<file path="src/rtl/con_byte_bridge_pkg.sv">
// Shared opcodes, response bytes and FSM state encoding for the byte-stream
// command bridge into the datamem controller port.
package con_byte_bridge_pkg;

  localparam logic [7:0] CMD_RD    = 8'h50;
  localparam logic [3:0] CMD_WR_HI = 4'hA;
  localparam logic [7:0] RSP_ACK   = 8'hAC;
  localparam logic [7:0] RSP_ERR   = 8'hEE;

  typedef enum logic [3:0] {
    ST_IDLE,
    ST_ADDR_H,
    ST_ADDR_L,
    ST_DATA,
    ST_WR,
    ST_RD_ISSUE,
    ST_RD_TX,
    ST_ACK_TX,
    ST_ERR_TX
  } state_t;

  // 0xA0 carries no byte enables, so it is rejected like any unknown opcode.
  function automatic logic is_wr_cmd(input logic [7:0] cmd);
    return (cmd[7:4] == CMD_WR_HI) && (cmd[3:0] != 4'h0);
  endfunction

endpackage

</file>
<file path="src/rtl/con_byte_bridge.sv">
// Framed byte-stream command engine: decodes read/write frames from a serial
// PHY and drives the datamem controller port, returning data or ack/err bytes.
module con_byte_bridge
  import con_byte_bridge_pkg::*;
#(
  parameter int RD_LAT      = 1,
  parameter int TIMEOUT_CYC = 65535
) (
  input  logic        con_clk,
  input  logic        nrst,
  input  logic        rx_valid,
  input  logic [7:0]  rx_data,
  output logic        rx_ready,
  output logic        tx_valid,
  output logic [7:0]  tx_data,
  input  logic        tx_ready,
  output logic [3:0]  con_write,
  output logic [9:0]  con_addr,
  output logic [31:0] con_in,
  input  logic [31:0] con_out,
  output logic        busy
);

  localparam int TW = $clog2(TIMEOUT_CYC + 1);
  localparam int LW = (RD_LAT < 1) ? 1 : $clog2(RD_LAT + 1);
  localparam logic [TW-1:0] TOUT_MAX = TW'(TIMEOUT_CYC);
  localparam logic [LW-1:0] RD_LAT_C = LW'(RD_LAT);

  state_t          state_reg;
  logic [1:0]      byte_cnt_reg;
  logic [TW-1:0]   tout_reg;
  logic [LW-1:0]   rd_cnt_reg;
  logic [3:0]      wen_reg;
  logic [1:0]      addr_hi_reg;
  logic            bad_addr_reg;
  logic            is_wr_reg;
  logic [31:0]     shift_reg;

  logic rx_fire;
  logic tx_fire;
  logic in_frame;
  logic timed_out;

  assign rx_ready  = (state_reg == ST_IDLE) || (state_reg == ST_ADDR_H) ||
                     (state_reg == ST_ADDR_L) || (state_reg == ST_DATA);
  assign busy      = (state_reg != ST_IDLE);
  assign rx_fire   = rx_valid & rx_ready;
  assign tx_fire   = tx_valid & tx_ready;
  assign in_frame  = (state_reg == ST_ADDR_H) || (state_reg == ST_ADDR_L) ||
                     (state_reg == ST_DATA);
  assign timed_out = (tout_reg == TOUT_MAX);

  always_ff @(posedge con_clk) begin
    if (!nrst) begin
      state_reg    <= ST_IDLE;
      byte_cnt_reg <= '0;
      tout_reg     <= '0;
      rd_cnt_reg   <= '0;
      wen_reg      <= '0;
      addr_hi_reg  <= '0;
      bad_addr_reg <= 1'b0;
      is_wr_reg    <= 1'b0;
      shift_reg    <= '0;
      tx_valid     <= 1'b0;
      tx_data      <= '0;
      con_write    <= '0;
      con_addr     <= '0;
      con_in       <= '0;
    end else begin
      con_write <= '0;

      // Inter-byte watchdog only runs while a frame is being received.
      if (rx_fire)
        tout_reg <= '0;
      else if (in_frame && !timed_out)
        tout_reg <= tout_reg + 1'b1;

      case (state_reg)
        ST_IDLE: begin
          if (rx_fire) begin
            if (rx_data == CMD_RD) begin
              is_wr_reg <= 1'b0;
              state_reg <= ST_ADDR_H;
            end else if (is_wr_cmd(rx_data)) begin
              is_wr_reg <= 1'b1;
              wen_reg   <= rx_data[3:0];
              state_reg <= ST_ADDR_H;
            end else begin
              tx_valid  <= 1'b1;
              tx_data   <= RSP_ERR;
              state_reg <= ST_ERR_TX;
            end
          end
        end

        ST_ADDR_H: begin
          if (rx_fire) begin
            addr_hi_reg  <= rx_data[1:0];
            bad_addr_reg <= |rx_data[7:2];
            state_reg    <= ST_ADDR_L;
          end else if (timed_out) begin
            state_reg <= ST_IDLE;
          end
        end

        ST_ADDR_L: begin
          if (rx_fire) begin
            byte_cnt_reg <= '0;
            if (!bad_addr_reg)
              con_addr <= {addr_hi_reg, rx_data};
            if (is_wr_reg) begin
              state_reg <= ST_DATA;
            end else if (bad_addr_reg) begin
              tx_valid  <= 1'b1;
              tx_data   <= RSP_ERR;
              state_reg <= ST_ERR_TX;
            end else begin
              rd_cnt_reg <= '0;
              state_reg  <= ST_RD_ISSUE;
            end
          end else if (timed_out) begin
            state_reg <= ST_IDLE;
          end
        end

        ST_DATA: begin
          if (rx_fire) begin
            con_in       <= {con_in[23:0], rx_data};
            byte_cnt_reg <= byte_cnt_reg + 2'd1;
            if (byte_cnt_reg == 2'd3) begin
              if (bad_addr_reg) begin
                tx_valid  <= 1'b1;
                tx_data   <= RSP_ERR;
                state_reg <= ST_ERR_TX;
              end else begin
                con_write <= wen_reg;
                state_reg <= ST_WR;
              end
            end
          end else if (timed_out) begin
            state_reg <= ST_IDLE;
          end
        end

        ST_WR: begin
          tx_valid  <= 1'b1;
          tx_data   <= RSP_ACK;
          state_reg <= ST_ACK_TX;
        end

        ST_RD_ISSUE: begin
          if (rd_cnt_reg == RD_LAT_C) begin
            tx_valid     <= 1'b1;
            tx_data      <= con_out[31:24];
            shift_reg    <= {con_out[23:0], 8'h00};
            byte_cnt_reg <= '0;
            state_reg    <= ST_RD_TX;
          end else begin
            rd_cnt_reg <= rd_cnt_reg + 1'b1;
          end
        end

        ST_RD_TX: begin
          if (tx_fire) begin
            if (byte_cnt_reg == 2'd3) begin
              tx_valid  <= 1'b0;
              state_reg <= ST_IDLE;
            end else begin
              tx_data      <= shift_reg[31:24];
              shift_reg    <= {shift_reg[23:0], 8'h00};
              byte_cnt_reg <= byte_cnt_reg + 2'd1;
            end
          end
        end

        ST_ACK_TX, ST_ERR_TX: begin
          if (tx_fire) begin
            tx_valid  <= 1'b0;
            state_reg <= ST_IDLE;
          end
        end

        default: state_reg <= ST_IDLE;
      endcase
    end
  end

endmodule

</file>
<file path="config.mk">
export PLATFORM = sky130hd
export DESIGN_NAME = con_byte_bridge
export DESIGN_NICKNAME = d
export VERILOG_FILES = /design/src/rtl/con_byte_bridge_pkg.sv /design/src/rtl/con_byte_bridge.sv
export SDC_FILE = /design/constraint.sdc
export NUM_CORES = 1
export LEC_CHECK = 0
export ABC_AREA = 0
export CORE_MARGIN = 5
export CORE_UTILIZATION = 40
export CTS_BUF_LIST = sky130_fd_sc_hd__clkbuf_16
export DETAILED_ROUTE_END_ITERATION = 12
export DONT_BUFFER_PORTS = 1
export SYNTH_ARGS = -nofsm -noshare
export SYNTH_HDL_FRONTEND = slang
export SYNTH_SLANG_ARGS = --single-unit
</file>
<file path="constraint.sdc">
create_clock -name con_clk -period 1.98 [get_ports con_clk]
set_input_delay 0.396 -clock con_clk [delete_from_list [all_inputs] [get_ports con_clk]]
set_output_delay 0.396 -clock con_clk [all_outputs]
set_load 0.005 [all_outputs]
</file>
==> flow_metrics.py <==
metrics = {
    "die": {
        "initial_core_util": 0.4065,
        "dieWidth_um": 120.5,
        "die_h_um": 120.5,
        "dieArea_um2": 14520,
        "num_io_pins": 101,
        "rows": 40,
        "core_area_um2": 12010,
    },
    "timing": {
        "layout_min_cycle_time_ns": 1.926,
        "finalClockSkew_ns": 0.01069,
        "worst_pin_slew_ns": 0.5705,
        "relSlewSlack": 0.6162,
        "min_period_over_period": 0.9727,
        "hold_viol": 0,
        "finalSetupViolations": 0,
        "slew_viol_final": 0,
        "whs_ns": 0.1613,
        "fmax_mhz": 519.2,
    },
    "cells_and_area": {
        "area_growth_pct": 15.79,
        "antenna_cells": 0,
        "largest_reg_flops": 32,
        "drive_gt1_frac": 0.1429,
        "nets": 643,
        "finalNonFillerCells": 749,
    },
    "clock_tree": {
        "clk_latency_ns": 0.36,
        "postCtsSetupRepairBufs": 0,
        "clock_path_buffers": 2,
        "cts-root-buf": "clkbuf_16",
        "clock_sinks": 110,
        "clk_pin_slew_ns": 0.08,
        "cts_inserted_buffers": 9,
        "cts_max_level": 3,
        "postCtsHoldBufs": 0,
        "cts_tree": "built",
    },
    "power": {
        "total_power_mw": 4.366,
        "p_leak_nw": 2.041,
        "power.density_nw_per_um2": 772.4,
        "irDropWorstVdd_mv": 0.4726,
    },
    "synth": {
        "yosysTopAreaCellShare": 0.4511,
        "ys_ff_latch": 110,
        "synth_edf_count": 0,
        "synthesis.nets": 625,
        "synth_async_sr_flop_share": 0,
        "synthTopCellsByArea": "dfxtp_1, nand2_1, a21oi_1, mux2i_1, nor2_1",
        "ys.flop_type": "dfxtp_1",
        "yosysTopAreaCell": "dfxtp_1",
        "ys_types": 64,
        "syn_avg_cell_area_um2": 8.432,
        "netlist_area_um2": 4882,
        "ys_warn_count": 0,
        "synthCells": 579,
        "yosysSeqAreaShare": 0.4511,
    },
    "run_status": {
        "status": "finished clean",
    },
    "min_path": {
        "hold_class": "input pin to flop",
    },
    "job": {
        "drv_cap": 0,
    },
    "critical_path": {
        "end_kind": "flop",
        "crit_fanout": 5,
        "crit_chain": "nand4_1 -> or4_1 -> a2bb2oi_1 -> nand2_1 -> a41o_1",
        "critPathLaunchType": "flop",
        "cp_num_buf_inv": 0,
        "path_delay_family": "simple AND/OR/NAND/NOR gates",
        "slowest_delay_ns": 0.63,
        "worstSetupPathType": "flop to flop",
        "worstPathRequired_ns": 2.23,
        "crit_slowest_cell": "or4_1",
        "arrival_ns": 2.18,
    },
    "drt": {
        "wire_per_inst_um": 16.96,
        "vias_per_cell": 5.582,
        "first_pass_iters": 5,
        "routed_wl_um": 12700,
        "drtAntennaViolNets": 0,
        "drc_errors": 0,
        "num_vias": 4181,
        "drtIter0Drc": 298,
    },
    "global_routing": {
        "grt_max_degree": 33,
        "grt.total_usage": 0.1768,
        "grt_pass1_vias": 3961,
        "grt_pass1_wl_um": 20580,
        "grt_overflow_total": 0,
        "antenna_found_initial": 0,
    },
    "placement": {
        "io_buffers": 0,
        "hpwl_um": 9330,
        "gp_congestion": 0.8780,
        "placed_cells": 733,
    },
}
where the power goes:
part / internal, mW / leakage, nW / switching (mW)
Combinational: 0.136 / 1.01 / 0.160
Clock: 0.975 / 0.144 / 0.825
Sequential: 2.24 / 0.890 / 0.0318
metrics by stage:
stage / utilization / setup TNS (ns) / setup slack [ns] / instance area (µm²)
after global placement: 0.4434 / 0 / 0.04668 / 5326
after global routing: 0.4706 / -0.03114 / -0.03114 / 5653
after CTS: 0.4683 / 0 / 0.01723 / 5625
after floorplan: - / 0 / 0.07074 / 4882
after detailed placement: 0.4434 / 0 / 0.02821 / 5326
final: 0.4706 / 0 / 0.05400 / 5653
layout make-up:
cell class,instances,area [µm²]
clock buffers,9,225.2
clock inverters,7,66.31
fillers,1183,6359
inverters,7,26.28
multi-input cells,420,2501
flip-flops and latches,110,2207
well taps,147,183.9
repair buffers,49,442.9
repair_timing:
item / CTS / global route
setup endpoints to repair: 2 / 45
pin swaps: 0 / 1
gates resized for setup: 2 / 10
worst paths after layout:
| check | from | slack, ns | endpoint | depth (start not counted) |
|---|---|---|---|---|
| max | tout_reg[4] | 0.05 | state_reg[1] | 5 |
| min | nrst | 0.16 | tx_data[2] | 1 |
| max reg2reg | tout_reg[4] | 0.05 | state_reg[1] | 5 |
| min reg2reg | wen_reg[3] | 0.45 | wen_reg[3] | 2 |
cells in the mapped netlist, types with 6 or more instances:
| master | number |
|---|---|
| a211oi_1 | 17 |
| a21oi_1 | 63 |
| a22oi_1 | 8 |
| and2_1 | 7 |
| buf_2 | 16 |
| clkbuf_1 | 25 |
| dfxtp_1 | 110 |
| inv_1 | 6 |
| mux2i_1 | 24 |
| nand2_1 | 104 |
| nand2b_1 | 7 |
| nand3_1 | 21 |
| nor2_1 | 55 |
| nor3_1 | 8 |
| o21ai_0 | 9 |
| xnor2_1 | 13 |
cells in the final DEF (no fill, tap or decap), types with 5 or more instances in the layout:
master,synthesis,final
a21oi_1,63,63
nor2_1,55,53
clkbuf_16,0,9
a211oi_1,17,17
inv_1,6,8
a22oi_1,8,8
buf_4,0,43
nor3_1,8,8
nand3_1,21,21
buf_12,0,6
nor3b_1,5,5
xnor2_1,13,13
o21ai_0,9,9
nand4_1,5,5
mux2i_1,24,24
and2_1,7,6
dfxtp_1,110,106
nand2b_1,7,7
nand2_1,104,104
cell families (layout without fill, tap and decap cells):
family,count (synthesis),after routing,synth area share
flops,110,110,0.4511
fa+ha+maj,2,2,0.005125
buf+inv,49,72,0.04331
simple gates,244,244,0.2399
xor+xnor,13,13,0.02332
mux,25,25,0.05151
compound gates,136,136,0.1858
metal layers:
metal | global-route usage | part of all wire | vias up
met3 | 0.06922 | 0.073 | 14
met5 | 0 | 0 | -
li1 | - | - | 2071
met2 | 0.2854 | 0.48 | 99
met4 | 0.04533 | 0.012 | 0
met1 | 0.2215 | 0.43 | 1997
(Power assumes the default switching activity.)
